`config.mk`:
```
export PLATFORM = sky130hd
export DESIGN_NAME = mii_rx_deframer
export DESIGN_NICKNAME = d
export VERILOG_FILES = /design/src/rtl/mii_rx_deframer.sv
export SDC_FILE = /design/constraint.sdc
export NUM_CORES = 1
export LEC_CHECK = 0
export ABC_AREA = 1
export CELL_PAD_IN_SITES_DETAIL_PLACEMENT = 1
export CELL_PAD_IN_SITES_GLOBAL_PLACEMENT = 1
export CORE_AREA = 2 2 160 162
export DETAILED_ROUTE_END_ITERATION = 10
export DIE_AREA = 0 0 162 164
export PLACE_DENSITY = 0.94
export RECOVER_POWER = 25
export REMOVE_ABC_BUFFERS = 1
export SKIP_LAST_GASP = 1
export SLEW_MARGIN = 20
export SYNTH_ARGS = -nofsm -noshare
export SYNTH_HDL_FRONTEND = slang
export SYNTH_SLANG_ARGS = --single-unit
```
`constraint.sdc`:
```
create_clock -name clk -period 13.5 [get_ports clk]
set_clock_uncertainty 0.15 [all_clocks]
set_input_delay 2.7 -clock clk [delete_from_list [all_inputs] [get_ports clk]]
set_output_delay 2.7 -clock clk [all_outputs]
set_load 0.02 [all_outputs]
```
`src/rtl/mii_rx_deframer.sv`:
```
// rtl/mii_rx_deframer.sv - MII receive deframer: strips start/terminate control words, emits payload words
//
// Purpose: consumes one MII word per cycle (8 lanes of data + per-lane control flag), tracks frame
// boundaries and emits payload as a keep/last/err qualified word stream with good/bad frame counters.
// Ports:
//   clk          - single clock, all state changes on its rising edge
//   i_rst        - asynchronous active-high reset
//   i_rx_data    - MII data, lane k = bits [8k+7:8k]
//   i_rx_ctrl    - bit k set = lane k carries a control character
//   o_data       - payload word, lane 0 = first byte (zero when o_valid=0)
//   o_valid      - o_data/o_keep/o_last/o_err valid this cycle
//   o_keep       - contiguous byte-valid mask from bit 0
//   o_last       - final word of a frame
//   o_err        - qualifies o_last, frame is bad
//   o_frame_cnt  - good frames received (wraps)
//   o_err_cnt    - bad frames received (wraps)
module mii_rx_deframer #(
  parameter int DATA_WIDTH = 64,
  parameter int CTRL_WIDTH = 8,
  parameter int MAX_WORDS  = 200
) (
  input  logic                  clk,
  input  logic                  i_rst,
  input  logic [DATA_WIDTH-1:0] i_rx_data,
  input  logic [CTRL_WIDTH-1:0] i_rx_ctrl,
  output logic [DATA_WIDTH-1:0] o_data,
  output logic                  o_valid,
  output logic [CTRL_WIDTH-1:0] o_keep,
  output logic                  o_last,
  output logic                  o_err,
  output logic [15:0]           o_frame_cnt,
  output logic [15:0]           o_err_cnt
);

  localparam logic [7:0] C_IDLE  = 8'h07;
  localparam logic [7:0] C_START = 8'hFB;
  localparam logic [7:0] C_TERM  = 8'hFD;
  localparam logic [7:0] C_PRE   = 8'h55;
  localparam logic [7:0] C_SFD   = 8'hD5;
  localparam int         CNT_W   = $clog2(MAX_WORDS + 2);
  localparam logic [CNT_W-1:0] MAX_CNT = CNT_W'(MAX_WORDS);

  typedef enum logic [1:0] {ST_IDLE, ST_DATA, ST_DROP} state_t;

  state_t                state_q, state_d;
  // Input register: classification always works on the previous cycle's word.
  logic [DATA_WIDTH-1:0] rx_data_q;
  logic [CTRL_WIDTH-1:0] rx_ctrl_q;
  // One-word hold buffer; hold_last_q marks a terminate word that still has to go out as last.
  logic [DATA_WIDTH-1:0] hold_data_q, hold_data_d;
  logic [CTRL_WIDTH-1:0] hold_keep_q, hold_keep_d;
  logic                  hold_valid_q, hold_valid_d;
  logic                  hold_last_q, hold_last_d;
  logic [CNT_W-1:0]      word_cnt_q, word_cnt_d;

  logic [DATA_WIDTH-1:0] out_data_d;
  logic [CTRL_WIDTH-1:0] out_keep_d;
  logic                  out_valid_d, out_last_d, out_err_d;
  logic                  frame_inc, err_inc, data_err;

  // Word decode
  logic                  found, trail_ok, all_idle, preamble_ok, start_hdr, is_term, term_at0;
  logic [7:0]            term_lane;
  logic [CTRL_WIDTH-1:0] part_keep;
  logic [DATA_WIDTH-1:0] part_data;
  logic [CNT_W-1:0]      cnt_inc;
  logic                  cnt_over;

  always_comb begin
    found       = 1'b0;
    trail_ok    = 1'b1;
    term_lane   = 8'h00;
    part_keep   = '0;
    part_data   = '0;
    all_idle    = &rx_ctrl_q;
    preamble_ok = 1'b1;
    for (int i = 0; i < CTRL_WIDTH; i++) begin
      if (rx_data_q[8*i +: 8] != C_IDLE) all_idle = 1'b0;
      if (i > 0 && i < CTRL_WIDTH - 1 && rx_data_q[8*i +: 8] != C_PRE) preamble_ok = 1'b0;
      // Lanes below the lowest control lane are payload; lanes above it must all be IDLE controls.
      if (found) begin
        if (!(rx_ctrl_q[i] && rx_data_q[8*i +: 8] == C_IDLE)) trail_ok = 1'b0;
      end else if (rx_ctrl_q[i]) begin
        found     = 1'b1;
        term_lane = rx_data_q[8*i +: 8];
      end else begin
        part_keep[i]         = 1'b1;
        part_data[8*i +: 8]  = rx_data_q[8*i +: 8];
      end
    end
    if (rx_data_q[DATA_WIDTH-8 +: 8] != C_SFD) preamble_ok = 1'b0;
    start_hdr = (rx_ctrl_q == CTRL_WIDTH'(1)) && (rx_data_q[7:0] == C_START);
    is_term   = found && (term_lane == C_TERM) && trail_ok;
    term_at0  = rx_ctrl_q[0];
    cnt_inc   = word_cnt_q + CNT_W'(1);
    cnt_over  = cnt_inc > MAX_CNT;
  end

  always_comb begin
    state_d      = state_q;
    hold_data_d  = hold_data_q;
    hold_keep_d  = hold_keep_q;
    hold_valid_d = hold_valid_q;
    hold_last_d  = hold_last_q;
    word_cnt_d   = word_cnt_q;
    out_valid_d  = 1'b0;
    out_data_d   = '0;
    out_keep_d   = '0;
    out_last_d   = 1'b0;
    out_err_d    = 1'b0;
    err_inc      = 1'b0;
    data_err     = 1'b0;

    // A partial terminate word parked last cycle goes out now; the FSM is already back in IDLE.
    if (hold_last_q) begin
      out_valid_d  = 1'b1;
      out_data_d   = hold_data_q;
      out_keep_d   = hold_keep_q;
      out_last_d   = 1'b1;
      hold_valid_d = 1'b0;
      hold_last_d  = 1'b0;
    end

    case (state_q)
      ST_IDLE: begin
        if (start_hdr) begin
          if (preamble_ok) begin
            state_d    = ST_DATA;
            word_cnt_d = '0;
          end else begin
            err_inc = 1'b1;
            state_d = ST_DROP;
          end
        end
      end
      ST_DATA: begin
        if (rx_ctrl_q == '0) begin
          if (cnt_over) begin
            data_err = 1'b1;
          end else begin
            if (hold_valid_q) begin
              out_valid_d = 1'b1;
              out_data_d  = hold_data_q;
              out_keep_d  = '1;
            end
            hold_data_d  = rx_data_q;
            hold_keep_d  = '1;
            hold_valid_d = 1'b1;
            word_cnt_d   = cnt_inc;
          end
        end else if (is_term && term_at0) begin
          // Terminate in lane 0: the held word is the last one; no held word means an empty frame.
          if (hold_valid_q) begin
            out_valid_d  = 1'b1;
            out_data_d   = hold_data_q;
            out_keep_d   = '1;
            out_last_d   = 1'b1;
            hold_valid_d = 1'b0;
            state_d      = ST_IDLE;
          end else begin
            data_err = 1'b1;
          end
        end else if (is_term) begin
          if (cnt_over) begin
            data_err = 1'b1;
          end else begin
            if (hold_valid_q) begin
              out_valid_d = 1'b1;
              out_data_d  = hold_data_q;
              out_keep_d  = '1;
            end
            hold_data_d  = part_data;
            hold_keep_d  = part_keep;
            hold_valid_d = 1'b1;
            hold_last_d  = 1'b1;
            state_d      = ST_IDLE;
          end
        end else begin
          data_err = 1'b1;
        end

        // Error: flush the held word as a bad last, drop the offending word.
        if (data_err) begin
          if (hold_valid_q) begin
            out_valid_d = 1'b1;
            out_data_d  = hold_data_q;
            out_keep_d  = '1;
            out_last_d  = 1'b1;
            out_err_d   = 1'b1;
          end
          hold_valid_d = 1'b0;
          hold_last_d  = 1'b0;
          err_inc      = 1'b1;
          state_d      = ST_DROP;
        end
      end
      ST_DROP: begin
        if (all_idle) state_d = ST_IDLE;
      end
      default: state_d = ST_IDLE;
    endcase

    frame_inc = out_valid_d && out_last_d && !out_err_d;
  end

  always_ff @(posedge clk or posedge i_rst) begin
    if (i_rst) begin
      state_q      <= ST_IDLE;
      rx_data_q    <= '0;
      rx_ctrl_q    <= '0;
      hold_data_q  <= '0;
      hold_keep_q  <= '0;
      hold_valid_q <= 1'b0;
      hold_last_q  <= 1'b0;
      word_cnt_q   <= '0;
      o_data       <= '0;
      o_valid      <= 1'b0;
      o_keep       <= '0;
      o_last       <= 1'b0;
      o_err        <= 1'b0;
      o_frame_cnt  <= '0;
      o_err_cnt    <= '0;
    end else begin
      state_q      <= state_d;
      rx_data_q    <= i_rx_data;
      rx_ctrl_q    <= i_rx_ctrl;
      hold_data_q  <= hold_data_d;
      hold_keep_q  <= hold_keep_d;
      hold_valid_q <= hold_valid_d;
      hold_last_q  <= hold_last_d;
      word_cnt_q   <= word_cnt_d;
      o_data       <= out_data_d;
      o_valid      <= out_valid_d;
      o_keep       <= out_keep_d;
      o_last       <= out_last_d;
      o_err        <= out_err_d;
      if (frame_inc) o_frame_cnt <= o_frame_cnt + 16'd1;
      if (err_inc)   o_err_cnt   <= o_err_cnt + 16'd1;
    end
  end

endmodule
```
# Word level (Yosys, flattened, before mapping)

Cells that the tools add are included.

$add $sub $neg: 3
Multipliers: 0
Div/mod/pow operators: 0
Magnitude comparators: 1
Equal/unequal tests: 39
Shift-type cells: 0
Muxes and demuxes: 173
Bitwise operators: 0
Reductions and logical operators: 22

Operator list:

| operator              | count |
|---|---|
| $mux 64               | 14 |
| $mux 8                | 48 |
| $mux 1                | 99 |
| $ne 8x3->1 const B    | 8 |
| $eq 8x3->1 const B    | 7 |
| $ne 8x7->1 const B    | 6 |
| $add 16x1->16 const B | 2 |
| $mux 2                | 9 |
| $eq 8x8->1 const B    | 2 |
| $pmux 8 s2            | 1 |
| $ne 2x2->1 const B    | 7 |
| $logic_and 1x1->1     | 13 |
| $ne 4x4->1 const B    | 3 |
| $reduce_and 5->1      | 2 |
| $add 8x1->8 const B   | 1 |
| $eq 8x1->1 const B    | 1 |
| $gt 8x8->1 const B    | 1 |
| $logic_not 8->1       | 1 |
| $ne 8x8->1 const B    | 1 |
| $reduce_and 8->1      | 1 |
| $pmux 2 s3            | 1 |
| $reduce_and 6->1      | 1 |
| $reduce_bool 2->1     | 2 |
| $ne 3x3->1 const B    | 1 |
| other kinds (6)       | 6 |

Flip-flop bits (word level): 263
Bits in latches: 0
Memory bits (writable): 0
ROM bits: 0
Output and inout port bits: 107
Logic and storage cells: 253
Memories: 0

# Depth between registers and ports, before layout

Depth in word-level cells: 26
Gate-level depth with buffers: 19
Depth with buffers taken out: 18

# Least setup slack after synthesis

Ideal clock, no wire load.

Kind: register to output
Start point: register o_frame_cnt[8]
End point: output o_frame_cnt[8]
Data arrival time: 508 ps
Required time: 10650 ps
Path slack: 10142 ps
Cell stages (with the launch flop): 1
Path through: dfrtp_1

RTL lines:

| what                   | line | source |
|---|---|---|
| start, declared        | 31   | `output logic [15:0] o_frame_cnt,` |
| start signal, assigned | 237  | `if (frame_inc) o_frame_cnt <= o_frame_cnt + 16'd1;` |

No word-level cell between the ends.

==> metrics <==
CTS Buf Count 28; CTS tree built; layout net count 1399; CORE AREA 0.0248 mm2; Routed WL 33.6 mm; Worst setup EP type async pin; Max Cap Viol 2; Residual DRC 0; dpl hpwl 22.6 mm; PostCTS Resize Cnt 0; drt pass-1 iters 5; Setup Fix Bufs, Post-CTS 0; crit-path max FO 102; average wire per standard cell 20.1 um; clock sinks 263; Data required, critical path 13870 ps; Final Max Slew Viols 142; top cells by count, synth nand2_1, dfrtp_1, inv_1; Async S/R FF share, synth 100%; Post-DRT Antenna Nets 0; Slew HR -210%; Fin. Hold Viols 0; vias 8964; worst-margin pin slew 4620 ps; Post-synth EDFFs 0; Root Driver clkbuf_16; RePlAce Congestion 0.835; fin cells 1673; kind of critical path in -> async; setup TNS 0 ps; P per Cell Area 121 mW/mm2; Place WS 8480 ps; # IOs 181; Seq cells post-synth 263; period utilization 48.9%; Pleak 0.00640 uW; most numerous cell in the Yosys netlist nand2_1; CP startpoint kind primary input; Die ar. 0.0266 mm2; slowest cell delay on critical path 2570 ps; Post-Synthesis Cell Area 0.0107 mm2; maximum VDD drop 0.118 mV; top post-synthesis cells by area dfrtp_1, nand2_1, inv_1; filler cell count 2811; drt via density 5.36; H-tree Lvls 1; initial antenna violation count 0; hold buffer count at CTS 0; Die Span Y 164 um; Worst EP arrival 6970 ps; Fmax 151 MHz; post-synth top area cell dfrtp_1; critical-path cell list dlygate4sd3_1 > clkinvlp_2 > buf_4; Critical-path top delay cell clkinvlp_2; failing checks capacitance limit, slew limit; Clock Latency Late Sink 560 ps; fin util 55.6%; cell count after synthesis 1140; placed cells 1620; synthesis warning total 0; Layout area overhead 28.4%; FF+latch area 0.00658 mm2; antenna cell count 0; layout cell share with drive strength beyond 1 5.51%; Initial Util 43.3%; vias in the first global route 9865; Seq/Total Area, Yosys 61.3%; gr usage total 25.5%; Core Rows 58; die width 162 um; syn avg cell area 9.42 um2; post-layout min period 6600 ps; multi-input logic area 0.00337 mm2; fin worst setup slack 6900 ps; Top FF cell, synth dfrtp_1; Yosys cell types 40; first-pass GRT wire length 53.3 mm; largest net degree at the start of global routing 103; # setup viols final 0; hold slack 340 ps; clock buffer depth 3; worst hold path class reg -> reg; gr ovfl total 0; RSZ-0062 raised after global routing false; Synth top area share 61.3%; outcome complete, but fails checks; initial drt markers 589; Clk pin slew, worst setup/hold paths 60 ps; IO Port Bufs 180
-- cell usage in the layout (no fill, tap or decap), types with 10 or more instances in the layout --
| cell | instances |
|---|---|
| dlygate4sd3_1 | 73 |
| xnor2_1 | 10 |
| nor2_1 | 86 |
| nand2_1 | 264 |
| clkbuf_16 | 28 |
| clkbuf_1 | 10 |
| o22ai_1 | 78 |
| nand4_1 | 25 |
| nand3_1 | 86 |
| nor4_1 | 15 |
| clkdlybuf4s50_1 | 107 |
| o21ai_0 | 28 |
| xor2_1 | 24 |
| nor3_1 | 13 |
| dfrtp_1 | 262 |
| inv_1 | 159 |
-- state kept, by name (all words and copies together) (netlist names) --
signal and count:
o_data 64, o_valid 1, o_keep 8, word_cnt_q 8
hold_keep_q 8, o_frame_cnt 16, hold_data_q 64, o_err_cnt 16
rx_ctrl_q 8, rx_data_q 64, hold_last_q 1, o_last 1
state_q 2, hold_valid_q 1, o_err 1
-- area by class of cell --
class                      instances  area share (%)
sequential                       263            47.7
multi-input combinational        674            24.4
timing repair buffer             186            13.4
inverter                         168            4.58
clock inverter                    11            1.12
tap                              330            2.99
clock buffer                      41            5.80
-- per-stage QoR --
stage / total power [uW] / cell area (um2)
6_report: 1670 / 13800
5_1_grt: 1710 / 13800
4_1_cts: 1680 / 13800
3_5_place_dp: 893 / 12800
3_3_place_gp: 888 / 12800
2_1_floorplan: 851 / 10600
-- power by group --
| part | total [uW] | switching [uW] | internal [uW] |
|---|---|---|---|
| Combinational | 62.4 | 40.4 | 21.9 |
| Sequential | 813 | 13.9 | 799 |
| Clock | 791 | 321 | 470 |
| Total | 1670 | 375 | 1290 |
-- per-layer routing --
layer  wire length [um]  GRT usage (%)
met1              13600           31.3
met2              17400           46.5
met3               1440           3.11
met4               1130           9.29
met5                  0              0
-- worst paths after layout --
| path | startpoint | end | slack [ps] | cells past startpoint |
|---|---|---|---|---|
| setup / recovery | i_rst | o_data[51]$_DFF_PP0_ | 6900 | 3 |
| hold / removal | hold_data_q[4]$_DFFE_PP0P_ | o_data[4]$_DFF_PP0_ | 340 | 2 |
| setup reg to reg | rx_ctrl_q[0]$_DFF_PP0_ | hold_data_q[32]$_DFFE_PP0P_ | 8270 | 16 |
| hold reg to reg | hold_data_q[4]$_DFFE_PP0P_ | o_data[4]$_DFF_PP0_ | 340 | 2 |
| max in group clk | rx_ctrl_q[0]$_DFF_PP0_ | hold_data_q[32]$_DFFE_PP0P_ | 8270 | 16 |
| min in group asynchronous | i_rst | o_keep[4]$_DFF_PP0_ | 3860 | 2 |
-- worst max-delay path: cells and delay by family --
kind / cells / cell delay, ps
buffers and inverters: 3 / 4220
-- cells by family after synthesis --
family,Yosys count,synth area share (%)
XOR/XNOR,34,2.77
flip-flops,263,61.3
AO/OA/AOI/OAI,128,7.37
adder cells (fa/ha/maj),4,0.466
AND/OR/NAND/NOR,508,20.8
buffers and inverters,203,7.35
(Power assumes the default switching activity.)
